===== config.mk =====
export PLATFORM = sky130hd
export DESIGN_NAME = grey_axis_out
export DESIGN_NICKNAME = d
export VERILOG_FILES = /design/src/rtl/grey_axis_out.sv
export SDC_FILE = /design/constraint.sdc
export NUM_CORES = 1
export LEC_CHECK = 0
export BUFFER_PORTS_ARGS = -buffer_cell sky130_fd_sc_hd__buf_2
export CORE_MARGIN = 5
export CORE_UTILIZATION = 51
export CTS_CLUSTER_SIZE = 28
export DETAILED_ROUTE_END_ITERATION = 6
export PLACE_DENSITY = 0.81
export SLEW_MARGIN = 20
export SYNTH_ARGS = -nofsm -noshare
export SYNTH_HDL_FRONTEND = slang
export SYNTH_SLANG_ARGS = --single-unit

===== constraint.sdc =====
create_clock -name i_clk -period 2 [get_ports i_clk]
set_input_delay 0.3 -clock i_clk [delete_from_list [all_inputs] [get_ports i_clk]]
set_output_delay 0.3 -clock i_clk [all_outputs]
set_load 0.01 [all_outputs]

===== src/rtl/grey_axis_out.sv =====
// Greyscale FIFO to AXI4-Stream video adapter: frame-aligned start/stop, SOF on tuser, EOL on tlast.
// Define GREY_AXIS_FRAME_CNT_EN to add the o_frame_cnt completed-frame counter output.
module grey_axis_out #(
    parameter int DATA_WIDTH = 8,
    parameter int IMG_WIDTH  = 640,
    parameter int IMG_HEIGHT = 480
) (
    input  logic                  i_clk,
    input  logic                  i_rst,
    input  logic                  i_enable,
    input  logic [DATA_WIDTH-1:0] i_fifo_data,
    input  logic                  i_fifo_empty,
    output logic                  o_fifo_rd,
    output logic [DATA_WIDTH-1:0] m_axis_tdata,
    output logic                  m_axis_tvalid,
    input  logic                  m_axis_tready,
    output logic                  m_axis_tuser,
    output logic                  m_axis_tlast,
`ifdef GREY_AXIS_FRAME_CNT_EN
    output logic [15:0]           o_frame_cnt,
`endif
    output logic                  o_busy
);

    localparam int COL_W = (IMG_WIDTH > 1) ? $clog2(IMG_WIDTH) : 1;
    localparam int ROW_W = (IMG_HEIGHT > 1) ? $clog2(IMG_HEIGHT) : 1;
    localparam logic [COL_W-1:0] COL_LAST = COL_W'(IMG_WIDTH - 1);
    localparam logic [ROW_W-1:0] ROW_LAST = ROW_W'(IMG_HEIGHT - 1);
    localparam logic [COL_W-1:0] COL_ZERO = {COL_W{1'b0}};
    localparam logic [ROW_W-1:0] ROW_ZERO = {ROW_W{1'b0}};

    typedef enum logic [1:0] {
        ST_IDLE     = 2'd0,
        ST_RUN      = 2'd1,
        ST_STOPPING = 2'd2
    } state_e;

    state_e                  state_q, state_d;
    logic [COL_W-1:0]        col_q, col_d;
    logic [ROW_W-1:0]        row_q, row_d;
    logic [DATA_WIDTH-1:0]   tdata_q, tdata_d;
    logic                    tvalid_q, tvalid_d;
    logic                    tuser_q, tuser_d;
    logic                    tlast_q, tlast_d;
    logic                    busy_q, busy_d;

    logic                    load_s;
    logic                    col_last_s;
    logic                    row_last_s;
    logic                    frame_end_s;
    logic                    frame_open_s;

    // Read/load strobe and frame-position decodes
    always_comb begin
        load_s       = (state_q != ST_IDLE) && !i_fifo_empty && (!tvalid_q || m_axis_tready);
        col_last_s   = (col_q == COL_LAST);
        row_last_s   = (row_q == ROW_LAST);
        frame_end_s  = load_s && col_last_s && row_last_s;
        // A frame is open once its first pixel is being or has been loaded
        frame_open_s = load_s || (col_q != COL_ZERO) || (row_q != ROW_ZERO);
    end

    // Next-state, pixel counters and output beat register
    always_comb begin
        state_d  = state_q;
        col_d    = col_q;
        row_d    = row_q;
        tdata_d  = tdata_q;
        tvalid_d = tvalid_q;
        tuser_d  = tuser_q;
        tlast_d  = tlast_q;

        if (load_s) begin
            if (col_last_s) begin
                col_d = COL_ZERO;
                if (row_last_s) begin
                    row_d = ROW_ZERO;
                end else begin
                    row_d = row_q + ROW_W'(1);
                end
            end else begin
                col_d = col_q + COL_W'(1);
                row_d = row_q;
            end
        end else begin
            col_d = col_q;
            row_d = row_q;
        end

        case (state_q)
            ST_IDLE: begin
                col_d = COL_ZERO;
                row_d = ROW_ZERO;
                if (i_enable) begin
                    state_d = ST_RUN;
                end else begin
                    state_d = ST_IDLE;
                end
            end
            ST_RUN: begin
                if (frame_end_s) begin
                    state_d = i_enable ? ST_RUN : ST_IDLE;
                end else if (!i_enable) begin
                    state_d = frame_open_s ? ST_STOPPING : ST_IDLE;
                end else begin
                    state_d = ST_RUN;
                end
            end
            ST_STOPPING: begin
                if (frame_end_s) begin
                    state_d = ST_IDLE;
                end else begin
                    state_d = ST_STOPPING;
                end
            end
            default: begin
                state_d = ST_IDLE;
                col_d   = COL_ZERO;
                row_d   = ROW_ZERO;
            end
        endcase

        // A pending beat drains on tready regardless of FSM state
        if (load_s) begin
            tdata_d  = i_fifo_data;
            tvalid_d = 1'b1;
            tlast_d  = col_last_s;
            tuser_d  = (col_q == COL_ZERO) && (row_q == ROW_ZERO);
        end else if (m_axis_tready) begin
            tvalid_d = 1'b0;
        end else begin
            tvalid_d = tvalid_q;
        end

        busy_d = (state_d != ST_IDLE);
    end

    // State, counters and output register update
    always_ff @(posedge i_clk or posedge i_rst) begin
        if (i_rst) begin
            state_q  <= ST_IDLE;
            col_q    <= COL_ZERO;
            row_q    <= ROW_ZERO;
            tdata_q  <= {DATA_WIDTH{1'b0}};
            tvalid_q <= 1'b0;
            tuser_q  <= 1'b0;
            tlast_q  <= 1'b0;
            busy_q   <= 1'b0;
        end else begin
            state_q  <= state_d;
            col_q    <= col_d;
            row_q    <= row_d;
            tdata_q  <= tdata_d;
            tvalid_q <= tvalid_d;
            tuser_q  <= tuser_d;
            tlast_q  <= tlast_d;
            busy_q   <= busy_d;
        end
    end

`ifdef GREY_AXIS_FRAME_CNT_EN
    logic        eof_q, eof_d;
    logic [15:0] frame_cnt_q, frame_cnt_d;

    // Marks the beat that closes a frame and counts its handshake
    always_comb begin
        if (load_s) begin
            eof_d = col_last_s && row_last_s;
        end else begin
            eof_d = eof_q;
        end
        if (tvalid_q && m_axis_tready && tlast_q && eof_q) begin
            frame_cnt_d = frame_cnt_q + 16'd1;
        end else begin
            frame_cnt_d = frame_cnt_q;
        end
    end

    // Frame counter registers
    always_ff @(posedge i_clk or posedge i_rst) begin
        if (i_rst) begin
            eof_q       <= 1'b0;
            frame_cnt_q <= 16'd0;
        end else begin
            eof_q       <= eof_d;
            frame_cnt_q <= frame_cnt_d;
        end
    end

    assign o_frame_cnt = frame_cnt_q;
`endif

    assign o_fifo_rd     = load_s;
    assign m_axis_tdata  = tdata_q;
    assign m_axis_tvalid = tvalid_q;
    assign m_axis_tuser  = tuser_q;
    assign m_axis_tlast  = tlast_q;
    assign o_busy        = busy_q;

endmodule

### Yosys cells after proc, flatten, opt, wreduce, memory -nomap -nowiden

Cells that the tools add are included.

* bits in registers: 33
* output and inout bits: 13
* logic and storage cells: 51

* add/sub/neg operators: 2
* equal/unequal tests: 6
* muxes and demuxes: 15
* reductions and logical operators: 20

Operators by type and width (count)
* two-way mux 9 bit: 4
* two-way mux 10 bit: 3
* adder 10 x 1 -> 10 bit, second input constant: 1
* == test 10 bit, second input constant: 1
* logical NOT 10 bit: 1
* nonzero test 10 bit: 1
* adder 9 x 1 -> 9 bit, second input constant: 1
* == test 9 bit, second input constant: 1
* logical NOT 9 bit: 1
* nonzero test 9 bit: 1
* two-way mux 2 bit: 4
* case mux 2 bit (3 select lines): 1
* nonzero test 2 bit: 3
* logical AND 1 bit: 5
* inequality test 2 x 1 -> 1 bit, second input constant: 2
* logical OR 1 bit: 3
* two-way mux 1 bit: 3
* == test 2 x 1 -> 1 bit, second input constant: 1
* == test 2 bit, second input constant: 1
* logical NOT 1 bit: 2
* logical NOT 2 bit: 1
* AND reduction 2 bit: 1
* OR reduction 2 bit: 1

### Depth between registers and ports, before layout

* word-level depth: 10
* gate-level depth with buffers: 8
* depth with buffers taken out: 7

### Worst setup path after synthesis

No wires, ideal clock.

* path type: flip-flop to flip-flop
* start point: reg row_q[0]
* end point: reg row_q[3]
* data arrival time: 1.826 ns
* setup slack: 0.053 ns
* cell stages (with the launch flop): 7
* buffers on the path: 1
* clock period less this slack: 1.947 ns
* cells stage by stage: dfrtp_1 -> ha_1 -> nand4_2 -> or4b_1 -> buf_2 -> a211o_1 -> a32o_1

* word-level cells in the longest chain between the ends: 5
* elaborated cells between the ends (all ways): 6
* classes of those cells: 1 x add/sub; 1 x eq/ne; 4 x mux

Ends and longest elaborated chain
* start, declared: RTL line 40 `logic [ROW_W-1:0] row_q, row_d;`
* start signal, assigned: RTL line 152 `row_q <= row_d;`
* adder 9 x 1 -> 9 bit or == test 9 bit (tied branches): RTL line 79, 57
* two-way mux 9 bit *: RTL line 76 `if (row_last_s) begin`
* two-way mux 9 bit *: RTL line 74 `if (col_last_s) begin`
* two-way mux 9 bit *: RTL line 73 `if (load_s) begin`
* two-way mux 9 bit *: RTL line 90 `case (state_q)`

Every way passes the cells marked *; elsewhere a longest branch is shown, timed or not. The select of a mux whose other input is x is not followed.
A chain may end at the register's enable or synchronous reset.

### Worst setup path in the final report

* start point: reg row_q[1]
* end point: reg row_q[3]

The elaborated chain is that of the path after synthesis.

==> results.yml <==
grt:
  grt_pass1_vias: 1541
  antenna_found_initial: 0
  grt_pass1_wl_um: 7030
  grt_max_degree: 34
  grt_use_total: 0.202
  grt-ovfl-total: 0
floorplan:
  dieArea_um2: 4740
  core_um2: 3340
  rows: 21
  die-width_um: 68.9
  ioPinCount: 26
  die_h_um: 68.9
  initial_core_util: 0.530
logic_synthesis:
  syn_avg_cell_area_um2: 9.82
  async_flop_share: 1.00
  post-synth-top-count-cell: "dfrtp_1"
  synth.net_count: 201
  synth_common_cells: "dfrtp_1 (33), inv_1 (12), nand2_1 (12), nor2_1 (12), a21oi_1 (11)"
  syn_inst: 180
  yosysSeqAreaShare: 0.467
  ys_seq_elements: 33
  synthTopCellsByArea: "dfrtp_1 (47%), ha_1 (5.7%), mux2_2 (5.1%), a21oi_1 (3.1%), nand4_1 (2.8%)"
  synth_top_area_frac: 0.467
  synth-main-ff-cell: "dfrtp_1"
  synth_edf_count: 0
  yosys_warnings: 0
  yosys.cell_types.count: 40
  synth_area_um2: 1770
  yosys.area.top_type: "dfrtp_1"
placement:
  dp_hpwl_um: 2900
  place.gp.congestion: 0.924
  pre_cts_slack_ns: 0.0796
  portBuffers: 25
setup_path:
  crit_arrival_ns: 2.15
  crit_cells: 5
  required_ns: 2.24
  reg2reg_depth: 5
  worstSetupPathType: "reg -> reg"
  path_max_fanout: 3
  cpPeakStageDelay_ns: 0.56
  cp-start-kind: "register"
  critPathBufInv: 0
  path_cells: "ha_1 -> nand4_2 -> or4b_4 -> a211o_1 -> a32o_1"
  crit_family: "simple AND/OR/NAND/NOR gates"
  crit_slowest_cell: "or4b_4"
  end_kind: "register"
sta:
  max_freq_mhz: 525
  skew_ns: 0.0133
  worst_slack_ns: 0.0942
  rsz0062_at_grt: "no"
  finalCritPeriodShare: 0.953
  slew_violations: 0
  final-setup-viol-count: 0
  final.min_clock_period_ns: 1.91
  finalHoldViolCount: 0
  tightest_slew_ns: 0.409
  slew-limit-headroom: 0.727
  fin_setup_tns_ns: 0
layout:
  drive_above_1_share: 0.279
  nFillCells: 297
  antenna_cells: 0
  nNetsFinal: 239
  syn_to_final_growth_pct: 19.0
power:
  switching_share: 0.335
  comb_power_share: 0.331
  p_clk_frac: 0.224
  irDropWorstVdd_mv: 0.613
  power.leakage_nw: 0.935
  p_per_area_nw_per_um2: 912
  pwr-share-seq: 0.445
  p_switching_mw: 0.643
  p_int_mw: 1.27
detailed_routing:
  ant_nets: 0
  via_per_inst: 5.87
  drt-total-wl_um: 4020
  drc: 0
  wl_per_cell_um: 15.2
  drtIter0Drc: 93
  vias: 1556
  dr.pass1.iters: 4
clock_tree:
  numCtsBuffers: 5
  clk_pin_slew_ns: 0.11
  tritoncts: "yes"
  cts-htree-levels: 2
  ctsLongestPathBuffers: 2
  clk-insertion-delay-late_ns: 0.34
  cts_root_buffer: "clkbuf_4"
  cts.sinks: 33
worst_hold_path:
  hold_path.class: "in -> async"
status:
  status: "finished, final reports clean"
job:
  max_cap_viol_count: 0
-- layout by cell type (no fill, tap or decap), types with 2 or more instances in the layout --
cell type  instances
a21o_1             2
a21oi_1           11
a31oi_1            2
and4_1             2
buf_2             25
buf_4             14
clkbuf_4           5
clkbuf_8           2
dfrtp_1           33
ha_1               8
inv_1             11
mux2_2             8
mux2i_1            2
nand2_1           12
nand2b_1           3
nand3_1            7
nand4_1            8
nor2_1            11
nor3_1             3
nor4_1             6
nor4b_1            2
o21ai_0            6
o31ai_1            4
or2_2              2
or3_1              3
or4_1              4
xnor2_1            2
xor2_1             4
-- through the flow --
| stage | std cells | hold WS (ns) | util | cell area (um2) | total power [mW] |
|---|---|---|---|---|---|
| floorplan | 180 | 0.429 | - | 1770 | 1.23 |
| global placement | 256 | 0.405 | 0.604 | 2020 | 1.47 |
| detailed placement | 256 | 0.419 | 0.604 | 2020 | 1.49 |
| CTS | 265 | 0.0476 | 0.628 | 2100 | 1.93 |
| global route | 265 | 0.0581 | 0.630 | 2100 | 2.06 |
| finish | 265 | 0.0246 | 0.630 | 2100 | 1.92 |
-- final cells by class --
cell class              count  area (um2)  area share
multi-input cells         127         871       0.414
flip-flops and latches     33         826       0.393
repair buffers             39         230       0.109
clock buffers               7        65.1      0.0309
well taps                  46        57.6      0.0274
inverters                  12        48.8      0.0232
clock inverters             1        5.00     0.00238
-- per-layer routing --
metal,global-route usage,wire (um)
met5,0,0
met3,0.0600,280
met4,0.0779,80
met1,0.260,1810
met2,0.320,1840
-- worst min-delay path: stages --
cell and delay, ns:
buf_2 0.10, inv_1 0.04, buf_4 0.36
-- cell families (layout without fill, tap and decap cells) --
family,Yosys count,after routing,synth area share
flip-flops,33,33,0.467
AO/OA/AOI/OAI,33,33,0.119
XOR/XNOR,6,6,0.0297
multiplexers,10,10,0.0623
adder cells (fa/ha/maj),8,8,0.0566
AND/OR/NAND/NOR,70,70,0.222
buffers and inverters,20,59,0.0439
-- sequential cells by signal (all words and copies together), names as in the netlist --
| signal | count |
|---|---|
| col_q | 10 |
| row_q | 9 |
| m_axis_tdata | 8 |
| state_q | 2 |
| m_axis_tlast | 1 |
| m_axis_tuser | 1 |
| m_axis_tvalid | 1 |
| o_busy | 1 |
-- power by group through the flow --
stage	Combinational [mW]	Sequential, mW	Clock [mW]
CTS	0.636	0.857	0.439
finish	0.634	0.853	0.430
global placement	0.609	0.859	0
global route	0.700	0.878	0.477
detailed placement	0.624	0.869	0
floorplan	0.311	0.915	0
-- timing repair --
action	4_1_cts	5_1_grt
endpoints found under the setup margin	1	5
gates resized for setup	1	2
pin swaps	0	2
hold buffers	0	0
buffers inserted	1	0
-- path summary, 6_finish.rpt --
kind,to,start,slack (ns)
max in group asynchronous,col_q[3],i_rst,1.67
min reg2reg,m_axis_tuser,m_axis_tuser,0.49
min in group i_clk,m_axis_tdata[1],i_fifo_data[1],0.19
max reg2reg,row_q[3],row_q[1],0.09
max,row_q[3],row_q[1],0.09
min,row_q[7],i_rst,0.02
Power figures use the tool's default switching activity.
